File: src/rtl/riscv_i32_trace_capture.sv
// riscv_i32_trace_capture
// Trace capture controller for the RISC-V i32 trace port. Once armed, it waits
// for a PC-match (or first-valid) trigger. It then records retired instructions
// as {pc, flags} into an internal buffer until the programmed count is reached,
// the buffer fills, or capture is stopped. The buffer is then drained to a
// reader over a valid/ready handshake.
//
// Ports:
//   clk, clk__enable, reset_n    clock, clock enable (low = hold), async active-low reset
//   trace__*                     retired-instruction trace bundle; only pc and flags are kept
//   ctl_arm / ctl_stop           arm pulse (IDLE only) / abort pulse (ARMED, CAPTURE)
//   ctl_trigger_en/_pc           PC-match trigger enable and trigger address
//   ctl_count                    entries to capture; 0 selects the full depth
//   rd_valid/rd_ready            readout handshake; rd_pc/rd_flags hold the entry
//   status_state, status_count   FSM state (0 IDLE, 1 ARMED, 2 CAPTURE, 3 DONE), entries held
//
// Optional build macro: RISCV_I32_TRACE_CAPTURE_BRANCH_ONLY_EN. When it is
// defined, capture after the trigger keeps only taken branches and traps.
module riscv_i32_trace_capture #(
  parameter int unsigned DEPTH_LOG2 = 4
) (
  input  logic                  clk,
  input  logic                  clk__enable,
  input  logic                  reset_n,
  input  logic                  trace__instr_valid,
  input  logic [31:0]           trace__instr_pc,
  input  logic [31:0]           trace__instr_data,
  input  logic                  trace__rfw_retire,
  input  logic                  trace__rfw_data_valid,
  input  logic [4:0]            trace__rfw_rd,
  input  logic [31:0]           trace__rfw_data,
  input  logic                  trace__branch_taken,
  input  logic [31:0]           trace__branch_target,
  input  logic                  trace__trap,
  input  logic                  ctl_arm,
  input  logic                  ctl_stop,
  input  logic                  ctl_trigger_en,
  input  logic [31:0]           ctl_trigger_pc,
  input  logic [DEPTH_LOG2:0]   ctl_count,
  output logic                  rd_valid,
  input  logic                  rd_ready,
  output logic [31:0]           rd_pc,
  output logic [2:0]            rd_flags,
  output logic [1:0]            status_state,
  output logic [DEPTH_LOG2:0]   status_count
);

  localparam int unsigned DEPTH = 1 << DEPTH_LOG2;
  localparam int unsigned CW    = DEPTH_LOG2 + 1;
  localparam int unsigned EW    = 35;

  localparam logic [1:0] S_IDLE    = 2'd0;
  localparam logic [1:0] S_ARMED   = 2'd1;
  localparam logic [1:0] S_CAPTURE = 2'd2;
  localparam logic [1:0] S_DONE    = 2'd3;

  logic [1:0]            state_q, state_d;
  logic [DEPTH_LOG2-1:0] wr_ptr_q, wr_ptr_d, rd_ptr_q, rd_ptr_d;
  logic [CW-1:0]         count_q, count_d, target_q, target_d, count_inc_c;
  logic [EW-1:0]         mem [DEPTH];
  logic [EW-1:0]         wr_data_c, rd_entry_c;
  logic                  wr_en_c, trigger_c, capture_c, rd_valid_d;
  logic [31:0]           rd_pc_d;
  logic [2:0]            rd_flags_d;
  logic                  unused_c;

  assign unused_c = ^{trace__instr_data, trace__rfw_data_valid, trace__rfw_rd,
                      trace__rfw_data, trace__branch_target};

  assign trigger_c   = trace__instr_valid &&
                       (!ctl_trigger_en || (trace__instr_pc == ctl_trigger_pc));
`ifdef RISCV_I32_TRACE_CAPTURE_BRANCH_ONLY_EN
  assign capture_c   = trace__instr_valid && (trace__branch_taken || trace__trap);
`else
  assign capture_c   = trace__instr_valid;
`endif
  assign wr_data_c   = {trace__instr_pc, trace__trap, trace__branch_taken, trace__rfw_retire};
  assign count_inc_c = count_q + CW'(1);

  // Next-state, buffer-pointer and readout computation
  always_comb begin
    state_d    = state_q;
    wr_ptr_d   = wr_ptr_q;
    rd_ptr_d   = rd_ptr_q;
    count_d    = count_q;
    target_d   = target_q;
    wr_en_c    = 1'b0;
    rd_valid_d = 1'b0;
    rd_entry_c = '0;
    rd_pc_d    = '0;
    rd_flags_d = '0;

    case (state_q)
      S_IDLE: begin
        if (ctl_arm) begin
          state_d  = S_ARMED;
          wr_ptr_d = '0;
          rd_ptr_d = '0;
          count_d  = '0;
          // Zero or oversized requests are clamped to the full buffer so it never wraps
          target_d = ((ctl_count == '0) || (ctl_count > CW'(DEPTH))) ? CW'(DEPTH) : ctl_count;
        end
      end
      S_ARMED: begin
        if (trigger_c) begin
          wr_en_c  = 1'b1;
          wr_ptr_d = wr_ptr_q + DEPTH_LOG2'(1);
          count_d  = count_inc_c;
          state_d  = (count_inc_c == target_q) ? S_DONE : S_CAPTURE;
        end
        if (ctl_stop) state_d = S_DONE;
      end
      S_CAPTURE: begin
        if (capture_c) begin
          wr_en_c  = 1'b1;
          wr_ptr_d = wr_ptr_q + DEPTH_LOG2'(1);
          count_d  = count_inc_c;
          if (count_inc_c == target_q) state_d = S_DONE;
        end
        if (ctl_stop) state_d = S_DONE;
      end
      S_DONE: begin
        if (count_q == '0) begin
          state_d = S_IDLE;
        end else if (rd_valid && rd_ready) begin
          rd_ptr_d = rd_ptr_q + DEPTH_LOG2'(1);
          count_d  = count_q - CW'(1);
          if (count_q == CW'(1)) state_d = S_IDLE;
        end
      end
      default: state_d = S_IDLE;
    endcase

    // Registered readout; bypass the write port when the final write lands on the head entry
    rd_valid_d = (state_d == S_DONE) && (count_d != '0);
    rd_entry_c = (wr_en_c && (wr_ptr_q == rd_ptr_d)) ? wr_data_c : mem[rd_ptr_d];
    if (rd_valid_d) begin
      rd_pc_d    = rd_entry_c[EW-1:3];
      rd_flags_d = rd_entry_c[2:0];
    end
  end

  // Control state and registered outputs
  always_ff @(posedge clk or negedge reset_n) begin
    if (!reset_n) begin
      state_q  <= S_IDLE;
      wr_ptr_q <= '0;
      rd_ptr_q <= '0;
      count_q  <= '0;
      target_q <= '0;
      rd_valid <= 1'b0;
      rd_pc    <= '0;
      rd_flags <= '0;
    end else if (clk__enable) begin
      state_q  <= state_d;
      wr_ptr_q <= wr_ptr_d;
      rd_ptr_q <= rd_ptr_d;
      count_q  <= count_d;
      target_q <= target_d;
      rd_valid <= rd_valid_d;
      rd_pc    <= rd_pc_d;
      rd_flags <= rd_flags_d;
    end
  end

  // Capture buffer storage; contents persist until overwritten after the next arm
  always_ff @(posedge clk) begin
    if (clk__enable && wr_en_c) mem[wr_ptr_q] <= wr_data_c;
  end

  assign status_state = state_q;
  assign status_count = count_q;

endmodule

File: config.mk
export PLATFORM = sky130hd
export DESIGN_NAME = riscv_i32_trace_capture
export DESIGN_NICKNAME = d
export VERILOG_FILES = /design/src/rtl/riscv_i32_trace_capture.sv
export SDC_FILE = /design/constraint.sdc
export NUM_CORES = 1
export LEC_CHECK = 0
export ABC_AREA = 1
export CAP_MARGIN = 10
export CORE_ASPECT_RATIO = 1.1
export CORE_UTILIZATION = 35
export CTS_BUF_LIST = sky130_fd_sc_hd__clkbuf_4 sky130_fd_sc_hd__clkbuf_8
export DETAILED_ROUTE_END_ITERATION = 6
export PLACE_DENSITY_LB_ADDON = 0.2
export SLEW_MARGIN = 20
export SYNTH_ARGS = -nofsm -noshare
export SYNTH_HDL_FRONTEND = slang
export SYNTH_SLANG_ARGS = --single-unit
File: constraint.sdc
create_clock -name clk -period 3.54 [get_ports clk]
set_input_delay 0.531 -clock clk [delete_from_list [all_inputs] [get_ports clk]]
set_output_delay 0.531 -clock clk [all_outputs]
set_load 0.1 [all_outputs]
==> results of run 1 <==
==> sequential cells by signal, summed over array words and instances, names as in the netlist <==
name and cells:
mem 560, rd_pc 32, status_count 5, target_q 5, rd_ptr_q 4, wr_ptr_q 4, rd_flags 3, status_state 2
rd_valid 1
==> metrics by stage <==
stage	cell area (µm²)	power (mW)	cells	TNS (ps)
after floorplan	26200	14.2	2368	-314710
after global placement	30100	17.5	3492	-348150
after detailed placement	30100	17.6	3492	-313370
after CTS	32100	23.9	3675	0
after global routing	32100	24.8	3676	0
final	32100	23.6	3676	0
==> how the worst max path moves through the flow <==
stage / from / endpoint / slack (ps) / cells past startpoint
after floorplan: status_state[0] / mem[0][0] / -560 / 8
after global placement: trace__instr_pc[31] / mem[7][6] / -700 / 19
after detailed placement: trace__instr_pc[31] / mem[7][13] / -620 / 19
after CTS: trace__instr_pc[31] / mem[7][10] / 120 / 19
after global routing: trace__instr_pc[25] / mem[7][12] / 30 / 19
final: trace__instr_pc[16] / mem[7][10] / 120 / 18
==> cells by family (layout without fill, tap and decap cells) <==
logic type               after synthesis  after routing
adder cells (fa/ha/maj)               14             14
other                                  0              1
flip-flops                           616            616
AND/OR/NAND/NOR                     1429           1429
buffers and inverters                196            549
AO/OA/AOI/OAI                         80             80
XOR/XNOR                              33             33
==> power groups by stage <==
| stage | clock, mW | sequential, mW | combinational, mW |
|---|---|---|---|
| finish | 6.26 | 8.52 | 8.82 |
| global route | 6.72 | 8.56 | 9.55 |
| CTS | 6.42 | 8.52 | 8.92 |
| detailed placement | 0 | 8.67 | 8.88 |
| global placement | 0 | 8.66 | 8.83 |
| floorplan | 0 | 10.3 | 4.00 |
==> layout by cell type (no fill, tap or decap), drive strengths merged <==
| cell | Yosys | layout |
|---|---|---|
| nand3 | 574 | 574 |
| inv | 64 | 67 |
| nor2 | 67 | 67 |
| o211ai | 2 | 2 |
| or2 | 1 | 1 |
| nand2 | 779 | 779 |
| bufinv | 0 | 4 |
| edfxtp | 560 | 560 |
| ha | 14 | 14 |
| clkinv | 0 | 29 |
| or4 | 1 | 1 |
| xor2 | 9 | 9 |
| clkinvlp | 0 | 2 |
| o2111ai | 1 | 1 |
| o41ai | 1 | 1 |
| o21ai | 38 | 38 |
| o21bai | 1 | 1 |
| xnor2 | 24 | 24 |
| dfrtp | 56 | 56 |
| a21oi | 32 | 32 |
| o221ai | 1 | 1 |
| diode | 0 | 1 |
| dlygate4sd3 | 0 | 1 |
| o22ai | 4 | 4 |
| clkdlybuf4s50 | 0 | 121 |
| nand4 | 7 | 7 |
| clkbuf | 23 | 144 |
| buf | 109 | 181 |
==> per-layer routing <==
| metal | vias up | global-route usage, % | part of all wire (%) |
|---|---|---|---|
| met4 | 0 | 5.79 | 1.7 |
| met2 | 467 | 34.5 | 50 |
| met1 | 9089 | 25.8 | 44 |
| met3 | 85 | 2.73 | 4.1 |
| met5 | - | 0 | 0 |
| li1 | 8830 | - | - |
==> worst max-delay path: stages <==
cell and delay (ps):
clkdlybuf4s50_1 500, xnor2_1 290, nand2_1 90, nor2_1 290, nand2_1 130, nor2_1 190
buf_4 170, nand2_1 140, nand2_1 120, nand3_1 100, a21oi_1 210, inv_1 60
nor2_1 140, buf_4 150, nand2_1 50, buf_4 170, nor2_4 210, buf_4 250
==> what timing repair did <==
item	in CTS	in global routing
gates resized for setup	0	0
buffers inserted	0	0
hold buffers	1	0
endpoints found under the hold margin	39	0
==> layout make-up <==
| class | count | share of cell area, % |
|---|---|---|
| Sequential cell | 616 | 56.8 |
| Multi-Input combinational cell | 1556 | 22.4 |
| Timing Repair Buffer | 303 | 10.0 |
| Clock buffer | 144 | 5.44 |
| Tap cell | 954 | 3.72 |
| Clock inverter | 38 | 0.873 |
| Inverter | 64 | 0.780 |
| Antenna cell | 1 | 0.00780 |
==> reports/metrics.yaml, run 1 <==
synth_xor_area_share_pct: 1.10
power.density_nw_per_um2: 736
area_delta_synth_final_pct: 22.5
min_period_ps: 3420
fin_crit_sh_pct: 96.5
p_clk_share_pct: 26.5
final_antenna_net_count: 0
root_buffer: "clkbuf_8"
path_max_fanout: 9
status: "finished clean"
cts_buffer_depth: 3
grt_use_total_pct: 19.8
maxCapViolCount: 0
synthAdderAreaFrac_pct: 0.669
postSynth.asyncResetShare_pct: 9.09
p_leak_nw: 12.1
hpwlAfterDp_mm: 47.2
chipWidth_um: 263
antenna_found_initial: 2
die_area_um2: 76000
swShare_pct: 38.7
cp.required_ps: 3930
design.core.area_um2: 73700
grt_setup_unrepaired: "false"
yosys-top-cells-area: "edfxtp_1 64%, nand2_1 11%, nand3_1 11%, dfrtp_1 5.3%, buf_2 1.5%"
synth.distinct_cells: 34
io_pins: 225
fin_ws_ps: 125
intPower_mw: 14.5
finalClockSkew_ps: 34.0
holdPathEnd: "target_q[3]"
hp-class: "in2reg"
max_freq_ghz: 0.293
synth.net_count: 2564
synth_top_area_share_pct: 64.2
grt_start_max_net_pins: 64
fin_util_pct: 43.6
clock_latency_ps: 710
path_clk_slew_ps: 60
pwr-share-seq_pct: 36.1
grt_overflow: 0
yosysTopAreaCell: "edfxtp_1"
hold_depth: 3
synth-simple-area-share_pct: 23.4
vias_per_cell: 5.02
avgSynthCellArea_um2: 11.1
yosysSeqAreaShare_pct: 69.5
setup_violations: 0
drtIter0Drc: 1304
synth_top_family_by_area: "simple AND/OR/NAND/NOR gates"
place_ws_ps: -619
synthFlopType: "edfxtp_1"
arrival_ps: 3810
ys_ff_latch: 616
synth.most_common_cell: "nand2_1"
critPathKind: "in2reg"
r2r_slack_ps: 260
die_h_um: 289
synth_edf_count: 560
timing.rr.start: "status_count[1]"
syn_area_um2: 26200
r2r-end: "rd_pc[26]"
grt_pass1_vias: 18300
dr_total_vias: 18500
tightest_slew_ps: 1010
p_comb_share_pct: 37.4
drcViolationCount: 0
fill_cells: 6894
slew_violations: 0
gp_congestion: 0.841
hold_ws_ps: 445
peakVddDrop_mv: 0.696
hp-start: "ctl_count[3]"
wl_per_cell_um: 20.5
synth.mux.area_fraction_pct: 0
cts_tree: "done"
cts-htree-levels: 3
start_util_pct: 35.6
grt_pass1_wl_mm: 113
drive_gt1_share_pct: 13.9
end_kind: "flop"
num_rows: 104
synthCells: 2368
power.switching_mw: 9.12
wirelength_mm: 75.4
yosys_warnings: 0
worstRegToRegCells: 15
regArea_um2: 18200
synth_compound_area_share_pct: 1.66
synth.top_cells.by_count: "777 x nand2_1, 573 x nand3_1, 560 x edfxtp_1"
slew_headroom_pct: 32.7
fin_nets: 2839
cts_buffers: 102
multiInputGateArea_um2: 7180
port_buffers: 122
critical_path.startpoint_type: "input pin"
cts_sinks: 616
drt_pre_antenna_iters: 6
hold_viol_final: 0
(Power assumes the default switching activity.)
==> run 2: changes to the inputs <==
- CORE_UTILIZATION: 35 -> 54
==> run 2 against run 1 <==
  * Via count increased by 1.7%
  * Critical endpoint is now mem[6][28]
  * Cell count decreased by 9.7%
  * Routed wire length decreased by 9.5%
  * Clock skew decreased by 14 ps
==> reports/metrics.yaml, run 2 (synthesis results as in run 1) <==
port_buffers: 122
status: "finished clean"
grt_use_total_pct: 28.4
wl_met3_mm: 5.24
die_area_um2: 49400
die_h_um: 233
drive_gt1_share_pct: 12.5
tightest_slew_ps: 1030
max_freq_ghz: 0.296
power.density_nw_per_um2: 732
dpl.cell_count: 3141
routed.top_layer: "met4"
cp.required_ps: 3900
drt_pre_antenna_iters: 5
area_delta_synth_final_pct: 19.7
drtIter0Drc: 1930
largest_reg_flops: 560
num_rows: 84
fin_nets: 2788
grt_pass1_vias: 18400
clock_latency_ps: 680
setup_violations: 0
post_dp_cell_area_um2: 29400
cp_slowest_stage_delay_ps: 530
peakVddDrop_mv: 0.619
hpwlAfterDp_mm: 41.1
ctsHoldBuffers: 0
crit_path_cell_trace: "clkdlybuf4s50_1 > inv_1 > nand2_1 > nand2_1 > nand2_1 > nor2_1 > nand2_1 > nor2_1 > buf_4 > nand2_1 > nand2_1 > nand3_1 > a21oi_1 > inv_1 > nor2_1 > buf_4 > nand2_1 > buf_4 > nor2_4 > buf_12"
gp_congestion: 0.926
wl_per_cell_um: 20.6
hold_viol_final: 0
start_util_pct: 54.8
critPathSlowestCell: "clkdlybuf4s50_1"
cts_buffer_depth: 3
cp_top_family: "simple AND/OR/NAND/NOR gates"
path_clk_slew_ps: 60
vias_per_cell: 5.66
cts_buffers: 93
critPathKind: "in2reg"
cts_setup_buffers: 0
min_period_ps: 3380
p_leak_nw: 11.8
grt_overflow: 0
wirelength_mm: 68.2
met2_length_mm: 33.7
n_antenna_cell: 0
grt_start_max_net_pins: 93
drcViolationCount: 0
mostFrequentLayoutCells: "774 x nand2_1, 573 x nand3_1, 560 x edfxtp_1, 121 x clkdlybuf4s50_1, 105 x clkbuf_8"
cts_sinks: 616
root_buffer: "clkbuf_8"
slew_headroom_pct: 31.0
path_max_fanout: 18
antenna_found_initial: 0
io_pins: 225
final-instance-count-excl-fill: 3318
dr_total_vias: 18800
regMostFlops: "mem"
crit_buf_inv: 7
fin_util_pct: 65.6
finalClockSkew_ps: 19.5
top_regs: "mem x560, rd_pc x32"
fill_cells: 3563
chipWidth_um: 212
cts-htree-levels: 3
end_kind: "flop"
grt_pass1_wl_mm: 105
met1Wirelength_mm: 27.4
crit_top_cell: "nand2_1"
critical_path.startpoint_type: "input pin"
final_antenna_net_count: 0
cts_resized: 0
design.core.area_um2: 47800
slew_violations: 0
fin_crit_sh_pct: 95.4
hp-class: "in2async"
arrival_ps: 3730
cts_tree: "done"
grt_setup_unrepaired: "false"
layout_commonest_cell: "nand2_1"
stdcell_area_um2: 31400
maxCapViolCount: 0
hold_ws_ps: 416
run 2: final timing paths:
kind	startpoint	end	slack (ps)	cells after the start
setup / recovery	trace__instr_pc[28]	mem[6][28]	160	20
max in group asynchronous	reset_n	rd_pc[30]	2340	3
hold / removal	reset_n	target_q[4]	420	2
setup reg to reg	status_state[0]	rd_pc[5]	220	14
min in group clk	ctl_count[3]	target_q[3]	450	3
hold reg to reg	rd_pc[16]	rd_pc[16]	470	2
run 2: per-layer routing:
layer | vias up | global-route usage (%)
met1 | 9101 | 37.6
li1 | 8719 | -
met2 | 832 | 47.1
met4 | 0 | 11.1
met3 | 127 | 4.31
met5 | - | 0
run 2: per-stage QoR:
stage	setup WS [ps]	TNS, ps	total power [mW]
CTS	146	0	23.0
global route	16.4	0	24.0
global placement	-527	-277520	16.8
finish	164	0	23.0
floorplan	-562	-314710	14.2
detailed placement	-546	-284850	16.9
run 2: where the power goes:
| part | switching (mW) | total (mW) | internal [mW] | leakage [nW] |
|---|---|---|---|---|
| clock network | 2.70 | 6.09 | 3.39 | 1.04 |
| registers | 0.245 | 8.54 | 8.29 | 5.79 |
| logic | 5.87 | 8.32 | 2.45 | 5.00 |
| total | 8.82 | 23.0 | 14.1 | 11.8 |
run 2: worst register-to-register path: cells and delay by family, from the launching register on:
kind	cells	cell delay, ps
simple gates	10	1600
buf+inv	2	510
flops	1	490
fa+ha+maj	1	460
compound gates	1	220
run 2: cell type report:
| type | count | area, µm² | area share (%) |
|---|---|---|---|
| inverter | 64 | 250 | 0.798 |
| tap | 645 | 807 | 2.57 |
| clock inverter | 28 | 213 | 0.678 |
| multi-input combinational | 1556 | 7180 | 22.9 |
| timing repair buffer | 261 | 2920 | 9.30 |
| clock buffer | 148 | 1770 | 5.64 |
| sequential | 616 | 18200 | 58.1 |
==> run 3: changes to the inputs <==
- SKIP_CTS_REPAIR_TIMING: default -> 1
==> results of run 3 <==
No change in the layout: final DEF, timing and power equal those of run 2.
